===== src/rtl/plic_claim_sequencer_if.sv =====
// AXI4 master/slave bundle used between plic_claim_sequencer and the PLIC slave port.
interface plic_claim_sequencer_if #(
    parameter int ADDR_W = 40,
    parameter int DATA_W = 64,
    parameter int ID_W   = 4
) ();
    logic              arvalid;
    logic              arready;
    logic [ADDR_W-1:0] araddr;
    logic [ID_W-1:0]   arid;
    logic [7:0]        arlen;
    logic [2:0]        arsize;
    logic [1:0]        arburst;
    logic              arlock;
    logic [3:0]        arcache;
    logic [2:0]        arprot;

    logic              rvalid;
    logic              rready;
    logic [DATA_W-1:0] rdata;
    logic [1:0]        rresp;
    logic [ID_W-1:0]   rid;
    logic              rlast;

    logic              awvalid;
    logic              awready;
    logic [ADDR_W-1:0] awaddr;
    logic [ID_W-1:0]   awid;
    logic [7:0]        awlen;
    logic [2:0]        awsize;
    logic [1:0]        awburst;
    logic              awlock;
    logic [3:0]        awcache;
    logic [2:0]        awprot;

    logic                  wvalid;
    logic                  wready;
    logic [DATA_W-1:0]     wdata;
    logic [DATA_W/8-1:0]   wstrb;
    logic                  wlast;

    logic              bvalid;
    logic              bready;
    logic [1:0]        bresp;
    logic [ID_W-1:0]   bid;

    modport master (
        output arvalid, araddr, arid, arlen, arsize, arburst, arlock, arcache, arprot,
        input  arready,
        input  rvalid, rdata, rresp, rid, rlast,
        output rready,
        output awvalid, awaddr, awid, awlen, awsize, awburst, awlock, awcache, awprot,
        input  awready,
        output wvalid, wdata, wstrb, wlast,
        input  wready,
        input  bvalid, bresp, bid,
        output bready
    );

    modport slave (
        input  arvalid, araddr, arid, arlen, arsize, arburst, arlock, arcache, arprot,
        output arready,
        output rvalid, rdata, rresp, rid, rlast,
        input  rready,
        input  awvalid, awaddr, awid, awlen, awsize, awburst, awlock, awcache, awprot,
        output awready,
        input  wvalid, wdata, wstrb, wlast,
        output wready,
        output bvalid, bresp, bid,
        input  bready
    );
endinterface


===== src/rtl/plic_claim_sequencer.sv =====
// AXI master running PLIC claim/complete for one target context on behalf of a hardware consumer.
// Optional service watchdog: define PLIC_CLAIM_TIMEOUT_EN.
module plic_claim_sequencer #(
    parameter int          AXI_ADDR_WIDTH = 40,
    parameter int          AXI_DATA_WIDTH = 64,
    parameter int          AXI_ID_WIDTH   = 4,
    parameter int          AXI_ID         = 0,
    parameter logic [63:0] PLIC_BASE_ADDR = 64'h0,
    parameter int          TARGET_INDEX   = 0,
    parameter int          ID_WIDTH       = 10,
    parameter int unsigned TIMEOUT_CYCLES = 65535
) (
    input  logic                i_clk,
    input  logic                i_rst_n,
    input  logic                i_eip,
    output logic                o_irq_valid,
    output logic [ID_WIDTH-1:0] o_irq_id,
    input  logic                i_irq_ready,
    input  logic                i_irq_done,
    output logic                o_busy,
    output logic                o_err,
    input  logic                i_err_clear,
    output logic [15:0]         o_spurious_cnt,
    plic_claim_sequencer_if.master axi_m
);
    localparam int          ID_LSB = (AXI_DATA_WIDTH == 64) ? 32 : 0;
    localparam int          STRB_W = AXI_DATA_WIDTH / 8;
    localparam logic [63:0] CLAIM_ADDR64 = PLIC_BASE_ADDR + 64'h0020_0004
                                           + 64'h1000 * 64'(TARGET_INDEX);
    localparam logic [STRB_W-1:0] WSTRB = STRB_W'((AXI_DATA_WIDTH == 64) ? 32'hF0 : 32'hF);
    localparam logic [1:0]  RESP_OKAY = 2'b00;

    typedef enum logic [2:0] {
        IDLE, AR, R, DELIVER, SERVICE, WR, B
    } state_t;

    state_t              state_q;
    logic                arvalid_q, rready_q, awvalid_q, wvalid_q, bready_q;
    logic                irq_valid_q, err_q;
    logic [ID_WIDTH-1:0] irq_id_q;
    logic [15:0]         spur_q;

    logic [ID_WIDTH-1:0] claim_id;
    logic                aw_left, w_left;
    logic                complete_go, tmo_err;

    assign claim_id = axi_m.rdata[ID_LSB +: ID_WIDTH];
    // A channel is still outstanding unless its handshake happens this cycle
    assign aw_left  = awvalid_q & ~axi_m.awready;
    assign w_left   = wvalid_q  & ~axi_m.wready;

`ifdef PLIC_CLAIM_TIMEOUT_EN
    localparam int TMO_W = $clog2(TIMEOUT_CYCLES + 1);
    logic [TMO_W-1:0] tmo_q;
    logic             tmo_hit;

    // Held at zero outside SERVICE, so it restarts on every entry
    always_ff @(posedge i_clk or negedge i_rst_n) begin
        if (!i_rst_n) begin
            tmo_q <= '0;
        end else if (state_q != SERVICE) begin
            tmo_q <= '0;
        end else begin
            tmo_q <= tmo_q + 1'b1;
        end
    end

    assign tmo_hit     = (state_q == SERVICE) && (tmo_q == TMO_W'(TIMEOUT_CYCLES - 1));
    assign complete_go = i_irq_done | tmo_hit;
    assign tmo_err     = tmo_hit & ~i_irq_done;
`else
    localparam int unsigned unused_timeout_cycles = TIMEOUT_CYCLES;
    assign complete_go = i_irq_done;
    assign tmo_err     = 1'b0;
`endif

    always_ff @(posedge i_clk or negedge i_rst_n) begin
        if (!i_rst_n) begin
            state_q     <= IDLE;
            arvalid_q   <= 1'b0;
            rready_q    <= 1'b0;
            awvalid_q   <= 1'b0;
            wvalid_q    <= 1'b0;
            bready_q    <= 1'b0;
            irq_valid_q <= 1'b0;
            irq_id_q    <= '0;
            err_q       <= 1'b0;
            spur_q      <= '0;
        end else begin
            // Error events below are later assignments, so they override a same-cycle clear
            if (i_err_clear) begin
                err_q <= 1'b0;
            end
            case (state_q)
                IDLE: begin
                    if (i_eip) begin
                        arvalid_q <= 1'b1;
                        state_q   <= AR;
                    end
                end
                AR: begin
                    if (axi_m.arready) begin
                        arvalid_q <= 1'b0;
                        rready_q  <= 1'b1;
                        state_q   <= R;
                    end
                end
                R: begin
                    if (axi_m.rvalid) begin
                        rready_q <= 1'b0;
                        if (axi_m.rresp != RESP_OKAY) begin
                            err_q   <= 1'b1;
                            state_q <= IDLE;
                        end else if (claim_id == '0) begin
                            if (spur_q != 16'hFFFF) begin
                                spur_q <= spur_q + 16'd1;
                            end
                            state_q <= IDLE;
                        end else begin
                            irq_id_q    <= claim_id;
                            irq_valid_q <= 1'b1;
                            state_q     <= DELIVER;
                        end
                    end
                end
                DELIVER: begin
                    if (i_irq_ready) begin
                        irq_valid_q <= 1'b0;
                        state_q     <= SERVICE;
                    end
                end
                SERVICE: begin
                    if (complete_go) begin
                        awvalid_q <= 1'b1;
                        wvalid_q  <= 1'b1;
                        state_q   <= WR;
                        if (tmo_err) begin
                            err_q <= 1'b1;
                        end
                    end
                end
                WR: begin
                    if (axi_m.awready) begin
                        awvalid_q <= 1'b0;
                    end
                    if (axi_m.wready) begin
                        wvalid_q <= 1'b0;
                    end
                    if (!aw_left && !w_left) begin
                        bready_q <= 1'b1;
                        state_q  <= B;
                    end
                end
                B: begin
                    if (axi_m.bvalid) begin
                        bready_q <= 1'b0;
                        state_q  <= IDLE;
                        if (axi_m.bresp != RESP_OKAY) begin
                            err_q <= 1'b1;
                        end
                    end
                end
                default: state_q <= IDLE;
            endcase
        end
    end

    assign o_irq_valid    = irq_valid_q;
    assign o_irq_id       = irq_id_q;
    assign o_busy         = (state_q != IDLE);
    assign o_err          = err_q;
    assign o_spurious_cnt = spur_q;

    assign axi_m.arvalid = arvalid_q;
    assign axi_m.araddr  = CLAIM_ADDR64[AXI_ADDR_WIDTH-1:0];
    assign axi_m.arid    = AXI_ID_WIDTH'(AXI_ID);
    assign axi_m.arlen   = 8'd0;
    assign axi_m.arsize  = 3'b010;
    assign axi_m.arburst = 2'b01;
    assign axi_m.arlock  = 1'b0;
    assign axi_m.arcache = 4'd0;
    assign axi_m.arprot  = 3'd0;
    assign axi_m.rready  = rready_q;

    assign axi_m.awvalid = awvalid_q;
    assign axi_m.awaddr  = CLAIM_ADDR64[AXI_ADDR_WIDTH-1:0];
    assign axi_m.awid    = AXI_ID_WIDTH'(AXI_ID);
    assign axi_m.awlen   = 8'd0;
    assign axi_m.awsize  = 3'b010;
    assign axi_m.awburst = 2'b01;
    assign axi_m.awlock  = 1'b0;
    assign axi_m.awcache = 4'd0;
    assign axi_m.awprot  = 3'd0;

    // irq_id_q is stable from DELIVER until the next claim, so wdata needs no own register
    assign axi_m.wvalid = wvalid_q;
    assign axi_m.wdata  = {{(AXI_DATA_WIDTH-ID_WIDTH){1'b0}}, irq_id_q} << ID_LSB;
    assign axi_m.wstrb  = WSTRB;
    assign axi_m.wlast  = 1'b1;
    assign axi_m.bready = bready_q;

    logic unused_inputs;
    assign unused_inputs = ^{axi_m.rid, axi_m.rlast, axi_m.bid, axi_m.rdata};
endmodule

===== src/flat_wrapper.sv =====
// flat-port wrapper written by rule: the top's interface ports become plain ports
module plic_claim_sequencer_flat 
#(
    parameter int          AXI_ADDR_WIDTH = 40,
    parameter int          AXI_DATA_WIDTH = 64,
    parameter int          AXI_ID_WIDTH   = 4,
    parameter int          AXI_ID         = 0,
    parameter logic [63:0] PLIC_BASE_ADDR = 64'h0,
    parameter int          TARGET_INDEX   = 0,
    parameter int          ID_WIDTH       = 10,
    parameter int unsigned TIMEOUT_CYCLES = 65535
)
  (i_clk, i_rst_n, i_eip, o_irq_valid, o_irq_id, i_irq_ready, i_irq_done, o_busy, o_err, i_err_clear, o_spurious_cnt, axi_m_arvalid, axi_m_araddr, axi_m_arid, axi_m_arlen, axi_m_arsize, axi_m_arburst, axi_m_arlock, axi_m_arcache, axi_m_arprot, axi_m_arready, axi_m_rvalid, axi_m_rdata, axi_m_rresp, axi_m_rid, axi_m_rlast, axi_m_rready, axi_m_awvalid, axi_m_awaddr, axi_m_awid, axi_m_awlen, axi_m_awsize, axi_m_awburst, axi_m_awlock, axi_m_awcache, axi_m_awprot, axi_m_awready, axi_m_wvalid, axi_m_wdata, axi_m_wstrb, axi_m_wlast, axi_m_wready, axi_m_bvalid, axi_m_bresp, axi_m_bid, axi_m_bready);
  plic_claim_sequencer_if axi_m_i ();
  input  logic i_clk;
  input  logic i_rst_n;
  input  logic i_eip;
  output logic o_irq_valid;
  output logic [ID_WIDTH-1:0] o_irq_id;
  input  logic i_irq_ready;
  input  logic i_irq_done;
  output logic o_busy;
  output logic o_err;
  input  logic i_err_clear;
  output logic [15:0] o_spurious_cnt;
  output wire logic [$bits(axi_m_i.arvalid)-1:0] axi_m_arvalid;
  output wire logic [$bits(axi_m_i.araddr)-1:0] axi_m_araddr;
  output wire logic [$bits(axi_m_i.arid)-1:0] axi_m_arid;
  output wire logic [$bits(axi_m_i.arlen)-1:0] axi_m_arlen;
  output wire logic [$bits(axi_m_i.arsize)-1:0] axi_m_arsize;
  output wire logic [$bits(axi_m_i.arburst)-1:0] axi_m_arburst;
  output wire logic [$bits(axi_m_i.arlock)-1:0] axi_m_arlock;
  output wire logic [$bits(axi_m_i.arcache)-1:0] axi_m_arcache;
  output wire logic [$bits(axi_m_i.arprot)-1:0] axi_m_arprot;
  input wire logic [$bits(axi_m_i.arready)-1:0] axi_m_arready;
  input wire logic [$bits(axi_m_i.rvalid)-1:0] axi_m_rvalid;
  input wire logic [$bits(axi_m_i.rdata)-1:0] axi_m_rdata;
  input wire logic [$bits(axi_m_i.rresp)-1:0] axi_m_rresp;
  input wire logic [$bits(axi_m_i.rid)-1:0] axi_m_rid;
  input wire logic [$bits(axi_m_i.rlast)-1:0] axi_m_rlast;
  output wire logic [$bits(axi_m_i.rready)-1:0] axi_m_rready;
  output wire logic [$bits(axi_m_i.awvalid)-1:0] axi_m_awvalid;
  output wire logic [$bits(axi_m_i.awaddr)-1:0] axi_m_awaddr;
  output wire logic [$bits(axi_m_i.awid)-1:0] axi_m_awid;
  output wire logic [$bits(axi_m_i.awlen)-1:0] axi_m_awlen;
  output wire logic [$bits(axi_m_i.awsize)-1:0] axi_m_awsize;
  output wire logic [$bits(axi_m_i.awburst)-1:0] axi_m_awburst;
  output wire logic [$bits(axi_m_i.awlock)-1:0] axi_m_awlock;
  output wire logic [$bits(axi_m_i.awcache)-1:0] axi_m_awcache;
  output wire logic [$bits(axi_m_i.awprot)-1:0] axi_m_awprot;
  input wire logic [$bits(axi_m_i.awready)-1:0] axi_m_awready;
  output wire logic [$bits(axi_m_i.wvalid)-1:0] axi_m_wvalid;
  output wire logic [$bits(axi_m_i.wdata)-1:0] axi_m_wdata;
  output wire logic [$bits(axi_m_i.wstrb)-1:0] axi_m_wstrb;
  output wire logic [$bits(axi_m_i.wlast)-1:0] axi_m_wlast;
  input wire logic [$bits(axi_m_i.wready)-1:0] axi_m_wready;
  input wire logic [$bits(axi_m_i.bvalid)-1:0] axi_m_bvalid;
  input wire logic [$bits(axi_m_i.bresp)-1:0] axi_m_bresp;
  input wire logic [$bits(axi_m_i.bid)-1:0] axi_m_bid;
  output wire logic [$bits(axi_m_i.bready)-1:0] axi_m_bready;
  assign axi_m_arvalid = axi_m_i.arvalid;
  assign axi_m_araddr = axi_m_i.araddr;
  assign axi_m_arid = axi_m_i.arid;
  assign axi_m_arlen = axi_m_i.arlen;
  assign axi_m_arsize = axi_m_i.arsize;
  assign axi_m_arburst = axi_m_i.arburst;
  assign axi_m_arlock = axi_m_i.arlock;
  assign axi_m_arcache = axi_m_i.arcache;
  assign axi_m_arprot = axi_m_i.arprot;
  assign axi_m_i.arready = axi_m_arready;
  assign axi_m_i.rvalid = axi_m_rvalid;
  assign axi_m_i.rdata = axi_m_rdata;
  assign axi_m_i.rresp = axi_m_rresp;
  assign axi_m_i.rid = axi_m_rid;
  assign axi_m_i.rlast = axi_m_rlast;
  assign axi_m_rready = axi_m_i.rready;
  assign axi_m_awvalid = axi_m_i.awvalid;
  assign axi_m_awaddr = axi_m_i.awaddr;
  assign axi_m_awid = axi_m_i.awid;
  assign axi_m_awlen = axi_m_i.awlen;
  assign axi_m_awsize = axi_m_i.awsize;
  assign axi_m_awburst = axi_m_i.awburst;
  assign axi_m_awlock = axi_m_i.awlock;
  assign axi_m_awcache = axi_m_i.awcache;
  assign axi_m_awprot = axi_m_i.awprot;
  assign axi_m_i.awready = axi_m_awready;
  assign axi_m_wvalid = axi_m_i.wvalid;
  assign axi_m_wdata = axi_m_i.wdata;
  assign axi_m_wstrb = axi_m_i.wstrb;
  assign axi_m_wlast = axi_m_i.wlast;
  assign axi_m_i.wready = axi_m_wready;
  assign axi_m_i.bvalid = axi_m_bvalid;
  assign axi_m_i.bresp = axi_m_bresp;
  assign axi_m_i.bid = axi_m_bid;
  assign axi_m_bready = axi_m_i.bready;
  plic_claim_sequencer #(.AXI_ADDR_WIDTH(AXI_ADDR_WIDTH), .AXI_DATA_WIDTH(AXI_DATA_WIDTH), .AXI_ID_WIDTH(AXI_ID_WIDTH), .AXI_ID(AXI_ID), .PLIC_BASE_ADDR(PLIC_BASE_ADDR), .TARGET_INDEX(TARGET_INDEX), .ID_WIDTH(ID_WIDTH), .TIMEOUT_CYCLES(TIMEOUT_CYCLES)) u_core (.i_clk(i_clk), .i_rst_n(i_rst_n), .i_eip(i_eip), .o_irq_valid(o_irq_valid), .o_irq_id(o_irq_id), .i_irq_ready(i_irq_ready), .i_irq_done(i_irq_done), .o_busy(o_busy), .o_err(o_err), .i_err_clear(i_err_clear), .o_spurious_cnt(o_spurious_cnt), .axi_m(axi_m_i));
endmodule

===== config.mk =====
export PLATFORM = sky130hd
export DESIGN_NAME = plic_claim_sequencer_flat
export DESIGN_NICKNAME = d
export VERILOG_FILES = /design/src/rtl/plic_claim_sequencer_if.sv /design/src/rtl/plic_claim_sequencer.sv /design/src/flat_wrapper.sv
export SDC_FILE = /design/constraint.sdc
export NUM_CORES = 1
export LEC_CHECK = 0
export ABC_AREA = 0
export BUFFER_PORTS_ARGS = -buffer_cell sky130_fd_sc_hd__buf_2
export CORE_AREA = 2 2 127 129
export DETAILED_ROUTE_END_ITERATION = 8
export DIE_AREA = 0 0 129 131
export MAX_ROUTING_LAYER = met4
export PLACE_DENSITY_LB_ADDON = 0.25
export SLEW_MARGIN = 20
export SYNTH_ARGS = -nofsm -noshare
export SYNTH_HDL_FRONTEND = slang
export SYNTH_SLANG_ARGS = --single-unit

===== constraint.sdc =====
create_clock -name i_clk -period 4.37 [get_ports i_clk]
set_input_delay 0.437 -clock i_clk [delete_from_list [all_inputs] [get_ports i_clk]]
set_output_delay 0.437 -clock i_clk [all_outputs]
set_load 0.03 [all_outputs]

==> results.toml <==
[die]
initial_core_util_pct = 22.12
die_height_um = 131
core_um2 = 15600
ios = 325
die_area_um2 = 16900
die_x_um = 129
num_rows = 46

[clock_network]
cts_hold_buf = 0
cts_tree = "built"
cts_buffers = 5
clk_pin_slew_ns = 0.06
cts_num_sinks = 36
clkLatencyLatePin_ns = 0.28
cts_resized = 0
cts_root_buf = "clkbuf_16"
ctsLongestPathBuffers = 2
cts_max_level = 2
postCtsSetupRepairBufs = 0

[cells_and_area]
syn_to_final_growth_pct = -3.009
final_layout_size_suffix_gt1_share_pct = 24.14
diodes = 0
final_common_cell = "conb_1"
final_cell_mix = "conb_1, buf_2, dfrtp_1"
fin_cells = 651
fillerInstances = 1738
final_nets = 523

[drt]
drt_first_pass_iters = 4
drcViolationCount = 0
vias = 2120
drtIter0Drc = 47
ant_nets = 0
wl_um = 6320
detail_route.vias_per_cell = 3.257
wl_per_cell_um = 9.708

[sta]
setup_viol = 0
max_freq_ghz = 0.4098
rsz0062_at_grt = "no"
finalSetupTns_ns = 0
worst_pin_slew_ns = 0.8721
hold_viol = 0
finalMaxSlewViolations = 0
skew_ns = 0.006399
layout_min_cycle_time_ns = 2.440
min_period_over_period_pct = 55.84
slew_headroom_pct = 41.86

[synthesis]
ys_seq_area_share_pct = 26.11
synthFlopType = "dfrtp_1"
yosys_register_bits = 36
syn_inst = 379
async_flop_share_pct = 100.0
synth_warnings = 0
avgSynthCellArea_um2 = 9.105
synth_area_um2 = 3451
netlist-cell-type-count = 41
synth_edf_count = 0

[global_route]
grt_pass1_wl_um = 9197
antenna_found_initial = 0
grt_pass1_vias = 1775
track_usage_pct = 7.111
overflow = 0
grt_max_degree = 37

[placement]
place_hpwl_um = 5026
place_inst = 643
gp_congestion = 0.7574
portBuffers = 68

[power_and_ir_drop]
ir_worst_vdd_v = 0.0002840
power.density_nw_per_um2 = 496.9
power_mw = 1.663
p_leak_nw = 1.833

[run]
max_cap_viol_count = 0

[setup_path]
critPathArrivalTime_ns = 2.60
cp_max_fo = 13
path_class = "reg2reg"
start_kind = "flop"
cp-end-kind = "flop"
required_ns = 4.53

[hold_path]
hold_path_class = "in2async"

[run_status]
status = "complete, no violations"
flip-flops by register name, summed over array words and instances, names as in the netlist:
register / count
u_core.o_spurious_cnt: 16
u_core.o_irq_id: 10
u_core.state_q: 3
u_core.axi_m.arvalid: 1
u_core.axi_m.awvalid: 1
u_core.axi_m.bready: 1
u_core.axi_m.rready: 1
u_core.axi_m.wvalid: 1
u_core.o_err: 1
u_core.o_irq_valid: 1
worst paths after layout:
kind	from	endpoint	slack, ns	cells after the start
worst max-delay path	u_core.state_q[2]	u_core.o_irq_id[9]	1.93	4
worst max register to register	u_core.state_q[2]	u_core.o_irq_id[9]	1.93	4
min in group i_clk	axi_m_rdata[40]	u_core.o_irq_id[8]	0.40	2
worst min-delay path	i_rst_n	u_core.o_irq_id[6]	0.27	1
worst min register to register	u_core.o_err	u_core.o_err	0.50	1
max in group asynchronous	i_rst_n	u_core.o_spurious_cnt[12]	3.54	1
cell families after synthesis:
kind of cell	share of synthesized area, %
buffers and inverters	46.52
and+or+nand+nor	14.68
DFF	26.11
AOI/OAI and AO/OA	4.532
muxes	4.532
xor gates and xnor gates	3.046
other	0.2176
adders and majority gates	0.3625
metrics by stage:
step	hold slack, ns	setup slack [ns]	instance area, um2	utilization (%)
after global placement	0.4826	1.577	3198	20.50
after detailed placement	0.4945	1.576	3198	20.50
final	0.2693	1.930	3347	21.46
after global routing	0.3523	1.671	3347	21.46
after CTS	0.3078	1.824	3347	21.46
after floorplan	0.1414	2.373	4168	-
power by group:
group / internal, mW / switching [mW] / total [mW]
clock network: 0.225 / 0.138 / 0.363
logic: 0.191 / 0.607 / 0.798
registers: 0.412 / 0.0899 / 0.502
area by class of cell:
class | instances | area, um2 | area share [%]
Multi-Input combinational cell | 319 | 1668 | 49.83
Clock buffer | 6 | 138.9 | 4.150
Timing Repair Buffer | 69 | 347.8 | 10.39
Clock inverter | 2 | 10.01 | 0.2991
Inverter | 3 | 11.26 | 0.3364
Sequential cell | 36 | 900.9 | 26.92
Tap cell | 216 | 270.3 | 8.075
synth_stat cells (2+ instances only):
library cell | count | area [um2]
buf_4 | 203 | 1524
dfrtp_1 | 36 | 900.9
nand2_1 | 18 | 67.56
xor2_1 | 12 | 105.1
mux2_2 | 11 | 123.9
nor4_2 | 10 | 125.1
nand4_1 | 8 | 50.05
o21ai_0 | 7 | 35.03
a21oi_1 | 6 | 30.03
nand3_1 | 6 | 30.03
nor4_1 | 6 | 37.54
buf_2 | 4 | 20.02
nand2b_1 | 4 | 25.02
nor2_1 | 4 | 15.01
and4_1 | 3 | 26.28
inv_1 | 3 | 11.26
nor2b_1 | 3 | 18.77
a22o_1 | 2 | 17.52
a31oi_1 | 2 | 12.51
a32o_1 | 2 | 20.02
and2_1 | 2 | 12.51
buf_6 | 2 | 22.52
conb_1 | 2 | 7.510
mux2_1 | 2 | 22.52
nand2b_4 | 2 | 27.53
nor3_1 | 2 | 10.01
nor3b_1 | 2 | 15.01
o211ai_1 | 2 | 15.01
per-layer routing:
metal | track usage (%) | part of all wire [%]
met5 | - | 0
met1 | 9.111 | 40
met4 | 1.535 | 0.51
met2 | 10.96 | 49
met3 | 2.362 | 10
critical path: stages (launching register included):
cell and delay, ns:
dfrtp_1 0.52, nand2b_4 0.23, nor4_1 0.62, nand2_1 0.53
mux2_2 0.42
Note: power is estimated with default switching activity, not from simulation.
